==> src/rtl/mem_port_arbiter_pkg.sv <==
// Shared types and constants for the instruction/data memory port arbiter.
package mips_mem_pkg;

    localparam int WAIT_W   = 4;
    localparam int WAIT_MIN = 1;
    localparam int WAIT_MAX = 15;

    typedef enum logic [2:0] {
        IDLE,
        IF_ACC,
        D_ACC,
        IF_RESP,
        D_RESP
    } arb_state_t;

    typedef enum logic {
        FETCH,
        DATA
    } gnt_t;

endpackage

==> src/rtl/mem_port_arbiter_if.sv <==
// Request/response and memory-side bus of the memory port arbiter.
interface mem_port_arbiter_if #(
    parameter int ADDR_W = 30,
    parameter int DATA_W = 32
);
    logic              if_req;
    logic [ADDR_W-1:0] if_addr;
    logic [DATA_W-1:0] if_rdata;
    logic              if_valid;

    logic              d_req;
    logic              d_we;
    logic [ADDR_W-1:0] d_addr;
    logic [DATA_W-1:0] d_wdata;
    logic [3:0]        d_be;
    logic [DATA_W-1:0] d_rdata;
    logic              d_valid;

    logic              mem_en;
    logic              mem_we;
    logic [ADDR_W-1:0] mem_addr;
    logic [DATA_W-1:0] mem_wdata;
    logic [3:0]        mem_be;
    logic [DATA_W-1:0] mem_rdata;

    logic              stall;

    // Arbiter side.
    modport slave (
        input  if_req, if_addr, d_req, d_we, d_addr, d_wdata, d_be, mem_rdata,
        output if_rdata, if_valid, d_rdata, d_valid,
               mem_en, mem_we, mem_addr, mem_wdata, mem_be, stall
    );

    // Pipeline and memory side.
    modport master (
        output if_req, if_addr, d_req, d_we, d_addr, d_wdata, d_be, mem_rdata,
        input  if_rdata, if_valid, d_rdata, d_valid,
               mem_en, mem_we, mem_addr, mem_wdata, mem_be, stall
    );

endinterface

==> src/rtl/mem_port_arbiter_wait_counter.sv <==
// Loadable down-counter timing the fixed-latency memory access.
module arb_wait_counter
    import mips_mem_pkg::*;
(
    input  logic              clk,
    input  logic              rst_n,
    input  logic              load,
    input  logic [WAIT_W-1:0] load_val,
    input  logic              en,
    output logic              last
);

    logic [WAIT_W-1:0] count;

    always_ff @(posedge clk or negedge rst_n) begin
        if (!rst_n) begin
            count <= '0;
        end else if (load) begin
            count <= load_val;
        end else if (en && (count != '0)) begin
            count <= count - 1'b1;
        end
    end

    assign last = (count == WAIT_W'(1));

endmodule

==> src/rtl/mem_port_arbiter.sv <==
// Shares one single-port memory between instruction fetch and load/store.
// Optional single-entry fetch buffer enabled by defining ARB_FETCH_BUF_EN.
module mem_port_arbiter
    import mips_mem_pkg::*;
#(
    parameter int ADDR_W      = 30,
    parameter int DATA_W      = 32,
    parameter int WAIT_CYCLES = 1
)
(
    input  logic             clk,
    input  logic             rst_n,
    mem_port_arbiter_if.slave bus
);

    if ((WAIT_CYCLES < WAIT_MIN) || (WAIT_CYCLES > WAIT_MAX)) begin : g_bad_wait
        $error("mem_port_arbiter: WAIT_CYCLES must be within 1..15");
    end

    localparam logic [WAIT_W-1:0] WAIT_LD = WAIT_W'(WAIT_CYCLES);

    arb_state_t        state_q;
    gnt_t              last_gnt_q;
    logic [ADDR_W-1:0] addr_q;
    logic [DATA_W-1:0] wdata_q;
    logic [3:0]        be_q;
    logic              we_q;
    logic              mem_en_q;
    logic              mem_we_q;
    logic [DATA_W-1:0] if_rdata_q;
    logic [DATA_W-1:0] d_rdata_q;
    logic              if_valid_q;
    logic              d_valid_q;

    logic              d_wins;
    logic              grant_d;
    logic              grant_f;
    logic              fetch_hit;
    logic [DATA_W-1:0] hit_data;
    logic              cnt_load;
    logic              cnt_en;
    logic              cnt_last;

    // Data normally wins; fetch takes the turn right after a data grant.
    assign d_wins  = bus.d_req && !((last_gnt_q == DATA) && bus.if_req);
    assign grant_d = (state_q == IDLE) && d_wins;
    assign grant_f = (state_q == IDLE) && bus.if_req && !d_wins;

    assign cnt_load = grant_d || (grant_f && !fetch_hit);
    assign cnt_en   = (state_q == IF_ACC) || (state_q == D_ACC);

    arb_wait_counter u_wait (
        .clk      (clk),
        .rst_n    (rst_n),
        .load     (cnt_load),
        .load_val (WAIT_LD),
        .en       (cnt_en),
        .last     (cnt_last)
    );

`ifdef ARB_FETCH_BUF_EN
    logic [ADDR_W-1:0] buf_addr;
    logic [DATA_W-1:0] buf_data;
    logic              buf_valid;

    assign fetch_hit = buf_valid && (bus.if_addr == buf_addr);
    assign hit_data  = buf_data;

    always_ff @(posedge clk or negedge rst_n) begin
        if (!rst_n) begin
            buf_valid <= 1'b0;
            buf_addr  <= '0;
            buf_data  <= '0;
        end else if ((state_q == IF_ACC) && cnt_last) begin
            buf_valid <= 1'b1;
            buf_addr  <= addr_q;
            buf_data  <= bus.mem_rdata;
        end else if (grant_d && bus.d_we && (bus.d_addr == buf_addr)) begin
            buf_valid <= 1'b0;
        end
    end
`else
    assign fetch_hit = 1'b0;
    assign hit_data  = '0;
`endif

    always_ff @(posedge clk or negedge rst_n) begin
        if (!rst_n) begin
            state_q    <= IDLE;
            last_gnt_q <= FETCH;
            addr_q     <= '0;
            wdata_q    <= '0;
            be_q       <= '0;
            we_q       <= 1'b0;
            mem_en_q   <= 1'b0;
            mem_we_q   <= 1'b0;
            if_rdata_q <= '0;
            d_rdata_q  <= '0;
            if_valid_q <= 1'b0;
            d_valid_q  <= 1'b0;
        end else begin
            if_valid_q <= 1'b0;
            d_valid_q  <= 1'b0;
            case (state_q)
                IDLE: begin
                    if (grant_d) begin
                        state_q  <= D_ACC;
                        addr_q   <= bus.d_addr;
                        wdata_q  <= bus.d_wdata;
                        be_q     <= bus.d_we ? bus.d_be : 4'b0000;
                        we_q     <= bus.d_we;
                        mem_en_q <= 1'b1;
                        mem_we_q <= bus.d_we;
                    end else if (grant_f) begin
                        if (fetch_hit) begin
                            state_q    <= IF_RESP;
                            if_rdata_q <= hit_data;
                            if_valid_q <= 1'b1;
                        end else begin
                            state_q  <= IF_ACC;
                            addr_q   <= bus.if_addr;
                            be_q     <= '0;
                            we_q     <= 1'b0;
                            mem_en_q <= 1'b1;
                            mem_we_q <= 1'b0;
                        end
                    end
                end
                IF_ACC: begin
                    if (cnt_last) begin
                        state_q    <= IF_RESP;
                        if_rdata_q <= bus.mem_rdata;
                        if_valid_q <= 1'b1;
                        mem_en_q   <= 1'b0;
                    end
                end
                D_ACC: begin
                    if (cnt_last) begin
                        state_q   <= D_RESP;
                        if (!we_q) begin
                            d_rdata_q <= bus.mem_rdata;
                        end
                        d_valid_q <= 1'b1;
                        mem_en_q  <= 1'b0;
                        mem_we_q  <= 1'b0;
                        be_q      <= '0;
                    end
                end
                IF_RESP: begin
                    last_gnt_q <= FETCH;
                    state_q    <= IDLE;
                end
                D_RESP: begin
                    last_gnt_q <= DATA;
                    state_q    <= IDLE;
                end
                default: state_q <= IDLE;
            endcase
        end
    end

    assign bus.mem_en    = mem_en_q;
    assign bus.mem_we    = mem_we_q;
    assign bus.mem_addr  = addr_q;
    assign bus.mem_wdata = wdata_q;
    assign bus.mem_be    = be_q;
    assign bus.if_rdata  = if_rdata_q;
    assign bus.if_valid  = if_valid_q;
    assign bus.d_rdata   = d_rdata_q;
    assign bus.d_valid   = d_valid_q;
    assign bus.stall     = (bus.if_req & ~if_valid_q) | (bus.d_req & ~d_valid_q);

endmodule

==> src/flat_wrapper.sv <==
// flat-port wrapper written by rule: the top's interface ports become plain ports
module mem_port_arbiter_flat import mips_mem_pkg::*;
#(
    parameter int ADDR_W      = 30,
    parameter int DATA_W      = 32,
    parameter int WAIT_CYCLES = 1
)
  (clk, rst_n, bus_if_req, bus_if_addr, bus_d_req, bus_d_we, bus_d_addr, bus_d_wdata, bus_d_be, bus_mem_rdata, bus_if_rdata, bus_if_valid, bus_d_rdata, bus_d_valid, bus_mem_en, bus_mem_we, bus_mem_addr, bus_mem_wdata, bus_mem_be, bus_stall);
  mem_port_arbiter_if #(.ADDR_W(ADDR_W), .DATA_W(DATA_W)) bus_i ();
  input  logic clk;
  input  logic rst_n;
  input wire logic [$bits(bus_i.if_req)-1:0] bus_if_req;
  input wire logic [$bits(bus_i.if_addr)-1:0] bus_if_addr;
  input wire logic [$bits(bus_i.d_req)-1:0] bus_d_req;
  input wire logic [$bits(bus_i.d_we)-1:0] bus_d_we;
  input wire logic [$bits(bus_i.d_addr)-1:0] bus_d_addr;
  input wire logic [$bits(bus_i.d_wdata)-1:0] bus_d_wdata;
  input wire logic [$bits(bus_i.d_be)-1:0] bus_d_be;
  input wire logic [$bits(bus_i.mem_rdata)-1:0] bus_mem_rdata;
  output wire logic [$bits(bus_i.if_rdata)-1:0] bus_if_rdata;
  output wire logic [$bits(bus_i.if_valid)-1:0] bus_if_valid;
  output wire logic [$bits(bus_i.d_rdata)-1:0] bus_d_rdata;
  output wire logic [$bits(bus_i.d_valid)-1:0] bus_d_valid;
  output wire logic [$bits(bus_i.mem_en)-1:0] bus_mem_en;
  output wire logic [$bits(bus_i.mem_we)-1:0] bus_mem_we;
  output wire logic [$bits(bus_i.mem_addr)-1:0] bus_mem_addr;
  output wire logic [$bits(bus_i.mem_wdata)-1:0] bus_mem_wdata;
  output wire logic [$bits(bus_i.mem_be)-1:0] bus_mem_be;
  output wire logic [$bits(bus_i.stall)-1:0] bus_stall;
  assign bus_i.if_req = bus_if_req;
  assign bus_i.if_addr = bus_if_addr;
  assign bus_i.d_req = bus_d_req;
  assign bus_i.d_we = bus_d_we;
  assign bus_i.d_addr = bus_d_addr;
  assign bus_i.d_wdata = bus_d_wdata;
  assign bus_i.d_be = bus_d_be;
  assign bus_i.mem_rdata = bus_mem_rdata;
  assign bus_if_rdata = bus_i.if_rdata;
  assign bus_if_valid = bus_i.if_valid;
  assign bus_d_rdata = bus_i.d_rdata;
  assign bus_d_valid = bus_i.d_valid;
  assign bus_mem_en = bus_i.mem_en;
  assign bus_mem_we = bus_i.mem_we;
  assign bus_mem_addr = bus_i.mem_addr;
  assign bus_mem_wdata = bus_i.mem_wdata;
  assign bus_mem_be = bus_i.mem_be;
  assign bus_stall = bus_i.stall;
  mem_port_arbiter #(.ADDR_W(ADDR_W), .DATA_W(DATA_W), .WAIT_CYCLES(WAIT_CYCLES)) u_core (.clk(clk), .rst_n(rst_n), .bus(bus_i));
endmodule
==> config.mk <==
export PLATFORM = sky130hd
export DESIGN_NAME = mem_port_arbiter_flat
export DESIGN_NICKNAME = d
export VERILOG_FILES = /design/src/rtl/mem_port_arbiter_pkg.sv /design/src/rtl/mem_port_arbiter_if.sv /design/src/rtl/mem_port_arbiter_wait_counter.sv /design/src/rtl/mem_port_arbiter.sv /design/src/flat_wrapper.sv
export SDC_FILE = /design/constraint.sdc
export NUM_CORES = 1
export LEC_CHECK = 0
export CAP_MARGIN = 40
export CORE_MARGIN = 8
export CORE_UTILIZATION = 40
export DETAILED_ROUTE_END_ITERATION = 6
export PLACE_DENSITY = 0.81
export SLEW_MARGIN = 10
export SYNTH_ARGS = -nofsm -noshare
export SYNTH_HDL_FRONTEND = slang
export SYNTH_HIERARCHICAL = 1
export SYNTH_SLANG_ARGS = --single-unit
==> constraint.sdc <==
create_clock -name clk -period 2.8 [get_ports clk]
set_input_delay 0.28 -clock clk [delete_from_list [all_inputs] [get_ports clk]]
set_output_delay 0.28 -clock clk [all_outputs]
set_load 0.02 [all_outputs]
==> out/results.txt <==
H-tree levels - 4
Setup TNS - 0 ns
Worst Clk Skew - 0.00630 ns
Slew @ Worst Pin - 0.692 ns
Root buffer cell - clkbuf_16
First-pass GRT wire length - 28400 µm
Final hold vios - 0
CTS Buf Count - 17
Max Buffers Root-to-Sink - 2
Ys async rst share - 1.00
GRT overflow - 0
Vias post-DR - 4790
Drt wl/cell - 19.3 µm
Clk slew on worst S/H paths - 0.06 ns
Remaining DRCs - 0
Synth cell types - 44
CP startpoint - bus_if_req
Worst Setup Start Kind - input pin
Worst-skew pair later-pin latency - 0.41 ns
Clock sink count - 143
Die ar. - 19400 µm²
Multi-input gate area - 2310 µm²
Cell row count - 45
Ant. Diodes - 0
Initial antenna violation count - 0
Reg-to-Reg End - u_core/bus.d_rdata[31]
CTS tree - done
Slew HR - 0.539
Power Dens Cells - 1160 nW/µm²
Post-synth EDFFs - 0
Initial core utilization - 0.405
Input/output buffers - 267
Crit path max fanout - 6
Routability Congestion - 0.805
DP Wirelength - 13300 µm
Worst Setup End Kind - output pin
Final ANT Viol Nets - 0
R2R depth - 8
Final Hold Slack - 0.251 ns
Status - complete, no violations
Setup violations, final - 0
Drt via density - 5.17
Core area - 15000 µm²
Max-cap violations - 0
Area growth from synthesis to layout - 57.0%
Final period utilization - 0.764
Most common cell after layout, fill and taps aside - clkdlybuf4s50_1
Vias in the first global route - 5304
Worst Path Required - 2.52 ns
Yosys warns - 6
Post-cts gate resize count - 0
Die W - 139 µm
Final min period - 2.14 ns
CP Capture Point - bus_stall
Max rail drop VDD - 0.488 mV
R2r setup slk - 0.71 ns
Worst R2R Start - u_core/u_wait/count[1]
Critical path class - in2out
Fin. max-slew vios - 0
Syn_area_per_cell - 13.3 µm²
Leakage power - 4.09 nW
Mapped Cells - 457
Hold WC Path Type - in2async
Unrepaired setup endpoints after global routing - no
Final net count - 861
CTS Hold Bufs - 1
Register area - 3580 µm²
# fillers - 1128
Post-synthesis instance area - 6080 µm²
Ys flop type - dfrtp_1
Worst EP arrival - 1.86 ns
WL final - 17900 µm
#FFs+latches synth - 143
Seq/Total Area, Yosys - 0.588
Ports - 268
Iter 0 DRT Violations - 262
DR pass1 iterations - 4
Gr usage total - 0.182
Most frequent cells in the layout - clkdlybuf4s50_1 (266), dfrtp_1 (143), mux2_2 (36)
Largest net degree at the start of global routing - 86
Fmax - 467 MHz
Die height - 139 µm
Share of cells above drive strength 1 - 0.165
Buffers inserted by post-CTS timing repair - 0
==> sequential cells by signal, summed over array words and instances, names as in the netlist <==
| signal | count |
|---|---|
| u_core/bus.d_rdata | 32 |
| u_core/bus.if_rdata | 32 |
| u_core/bus.mem_wdata | 32 |
| u_core/bus.mem_addr | 30 |
| u_core/bus.mem_be | 4 |
| u_core/u_wait/count | 4 |
| u_core/state_q | 3 |
| u_core/bus.d_valid | 1 |
| u_core/bus.if_valid | 1 |
| u_core/bus.mem_en | 1 |
| u_core/bus.mem_we | 1 |
| u_core/last_gnt_q | 1 |
| u_core/we_q | 1 |
==> cell type report <==
cell class,count,area share
clock buffer,21,0.0472
clock inverter,11,0.0145
inverter,7,0.00301
multi-input combinational,278,0.242
sequential,143,0.375
tap,188,0.0246
timing repair buffer,279,0.294
==> kinds of logic (layout without fill, tap and decap cells) <==
logic type	count (synthesis)	after routing	share of synthesized area
flops	143	143	0.588
compound gates	116	116	0.116
mux	97	97	0.198
simple gates	58	58	0.0566
buf+inv	38	318	0.0344
fa+ha+maj	2	2	0.00411
other cells	2	4	0.00123
xor+xnor	1	1	0.00144
==> where the power goes <==
part	total (mW)	switching, mW	leakage [nW]	internal, mW
Clock	2.25	0.832	0.287	1.42
Combinational	5.25	2.58	2.01	2.66
Sequential	3.57	0.580	1.79	2.99
Total	11.1	4.00	4.09	7.07
==> cells in the mapped netlist, drive strengths merged (2+ instances only) <==
cell    number  share of area
o21ai       37          0.030
nor2        34          0.021
buf         15          0.020
clkbuf      16         0.0099
ha           2         0.0041
a21oi       34          0.028
o31ai       30          0.037
nor4b        2         0.0064
a21o         2         0.0029
dfrtp      143           0.59
inv          7         0.0047
mux2        96           0.20
a22o         4         0.0058
nand2        6         0.0037
nor3         6         0.0086
nor3b        3         0.0037
conb         2         0.0012
or3          2         0.0029
==> worst min path at each step <==
| stage | to | slack [ns] | cells after the start |
|---|---|---|---|
| after floorplan | u_core/bus.d_rdata[0] | -0.02 | 0 |
| after global placement | u_core/bus.d_rdata[7] | 0.11 | 1 |
| after detailed placement | u_core/bus.d_rdata[10] | 0.11 | 1 |
| after CTS | u_core/bus.if_rdata[0] | 0.25 | 2 |
| after global routing | u_core/bus.if_rdata[0] | 0.25 | 2 |
| final | u_core/bus.if_rdata[0] | 0.25 | 2 |
==> metal layers <==
metal / global-route usage / vias to the layer above / part of all wire
li1: - / 2186 / -
met1: 0.200 / 2367 / 0.40
met2: 0.312 / 204 / 0.50
met3: 0.0640 / 33 / 0.069
met4: 0.0849 / 0 / 0.029
met5: 0 / - / 0
==> through the flow <==
stage / cell area, µm² / setup WS (ns) / instances / total power [mW] / utilization
after floorplan: 6090 / 0.644 / 459 / 6.37 / -
after global placement: 8950 / 0.693 / 894 / 8.68 / 0.595
after detailed placement: 8950 / 0.690 / 894 / 8.86 / 0.595
after CTS: 9550 / 0.667 / 927 / 11.2 / 0.635
after global routing: 9550 / 0.585 / 927 / 11.6 / 0.635
final: 9550 / 0.661 / 927 / 11.1 / 0.635
==> critical path: stages <==
cell	delay, ns
clkdlybuf4s50_1	0.61
inv_1	0.07
o22ai_1	0.22
clkdlybuf4s50_1	0.67
Power figures use the tool's default switching activity.
==> variant, RTL diff (config.mk and constraints unchanged) <==
`WAIT_W`: 4 -> 6.
--- a/src/rtl/mem_port_arbiter_pkg.sv
+++ b/src/rtl/mem_port_arbiter_pkg.sv
@@ -3,3 +3,3 @@
 
-    localparam int WAIT_W   = 4;
+    localparam int WAIT_W   = 6;
     localparam int WAIT_MIN = 1;
Function: same outputs for any inputs over 4 cycles, from zero or initial values and one cycle with rst_n low; that may be too few to reach the edited logic, so the function may still have changed.
==> variant against the unedited design <==
  * Power shrank 14%
  * Synthesized area grew 2.2%
  * Largest cell class unchanged
  * Fmax shrank 6.9%
  * Sequential cell count grew 2
  * Hold slack gained 0.19 ns
  * Routed wire length grew 7.2%
  * Sequential power shrank 7.8%
  * Design area grew 1.3%
  * Worst setup slack lost 0.16 ns
==> variant: results (changes against the unedited design) <==
synth:
  postSynthCellCount: 474  # was 457
  synthMuxAreaShare_pct: 19.2  # was 19.8%
  synth_compound_gate_area_share_pct: 12.3  # was 11.6%
  netlist_top_cells_area: "sky130_fd_sc_hd__dfrtp_1, sky130_fd_sc_hd__mux2_4, sky130_fd_sc_hd__mux2_2"  # unchanged
  post_synth_xor_area_fraction_pct: 0.141  # was 0.144%
  synth_commonest_cells: "sky130_fd_sc_hd__dfrtp_1, sky130_fd_sc_hd__nor2_1, sky130_fd_sc_hd__mux2_2"  # was sky130_fd_sc_hd__dfrtp_1, sky130_fd_sc_hd__mux2_2, sky130_fd_sc_hd__a21oi_1, sky130_fd_sc_hd__nor2_1, sky130_fd_sc_hd__o21ai_0
  post_synth_fa_ha_maj_area_fraction_pct: 0.604  # was 0.411%
  ys_seq_area_share_pct: 58.4  # was 58.8%
sta:
  hold-worst-slack_ns: 0.438  # was 0.251 ns
  finalClockSkew_ns: 0.0109  # was 0.00630 ns
  worstMarginPinSlew_ns: 0.767  # was 0.692 ns
  fmax_ghz: 0.435  # was 0.467 GHz
setup_path:
  worstSetupPathType: "reg2reg"  # was in2out
  cp_data_arrival_time_ns: 2.59  # was 1.86 ns
  worst_path_max_fanout: 32  # was 6
  crit-reg2reg-launch: "u_core/u_wait/count[3]"  # was u_core/u_wait/count[1]
  worst_r2r_endpoint: "u_core/bus.d_rdata[0]"  # was u_core/bus.d_rdata[31]
  worstRegToRegCells: 7  # was 8
route:
  finalWirelength_um: 19200  # was 17900 um
  wl_per_cell_um: 20.3  # was 19.3 um
  drt_first_iter_violations: 237  # was 262
  routed-wl-met3_um: 1490  # was 1240 um
  wl_met2_um: 9750  # was 9040 um
layout:
  share_of_layout_cells_above_drive_strength_1_pct: 16.6  # was 16.5%
  sequential_cell_area_sq_um: 3630  # was 3580 sq um
  layout.nets: 881  # was 861
  n_fill_cell: 1147  # was 1128
grt:
  globalRouteTotalUtil_pct: 19.5  # was 18.2%
  grt_first_pass_wirelength_um: 30300  # was 28400 um
  grt_use_met1_pct: 22.0  # was 20.0%
  grt_use_met3_pct: 6.92  # was 6.40%
  globalRouteMet2Util_pct: 33.8  # was 31.2%
  pin_count_of_the_biggest_net_entering_global_routing: 69  # was 86
pwr:
  worst_ir_drop_vdd_mv: 0.520  # was 0.488 mV
  power.leakage_nw: 4.19  # was 4.09 nW
  power.total_mw: 9.57  # was 11.1 mW
  seq_power_share_pct: 34.4  # was 32.3%
  power_combinational_mw: 4.09  # was 5.25 mW
placed_design:
  post-place-cells: 913  # was 894
  dp_hpwl_um: 14400  # was 13300 um
  finalWeightedCongestion: 0.831  # was 0.805
  dp_worst_slack_ns: 0.506  # was 0.690 ns
  post_dp_cell_area_sq_um: 9080  # was 8950 sq um
outcome:
  outcome: "completed"  # unchanged
clock_tree:
  htreeDepth: 4  # unchanged
==> variant: worst max-delay path, stage by stage, from the launching register on <==
cell and delay [ns]:
sky130_fd_sc_hd__dfrtp_1 0.44, sky130_fd_sc_hd__or2_2 0.32, sky130_fd_sc_hd__nor4b_1 0.26, sky130_fd_sc_hd__buf_4 0.19, sky130_fd_sc_hd__nand2b_4 0.09, sky130_fd_sc_hd__nor4_4 0.19
sky130_fd_sc_hd__buf_12 0.29, sky130_fd_sc_hd__mux2_2 0.37
==> variant: kinds of logic after synthesis <==
kind of cell,after synthesis
other,2
and+or+nand+nor,63
DFF,145
xor gates and xnor gates,1
muxes,96
AOI/OAI and AO/OA,123
buffers and inverters,41
adders and majority gates,3
==> variant: layout make-up <==
class                           count  share of cell area [%]
Clock buffer                       21                    4.97
Multi-Input combinational cell    292                    24.8
Inverter                           10                   0.414
Tap cell                          188                    2.43
Clock inverter                     11                    1.04
Timing Repair Buffer              279                    28.9
Sequential cell                   145                    37.5
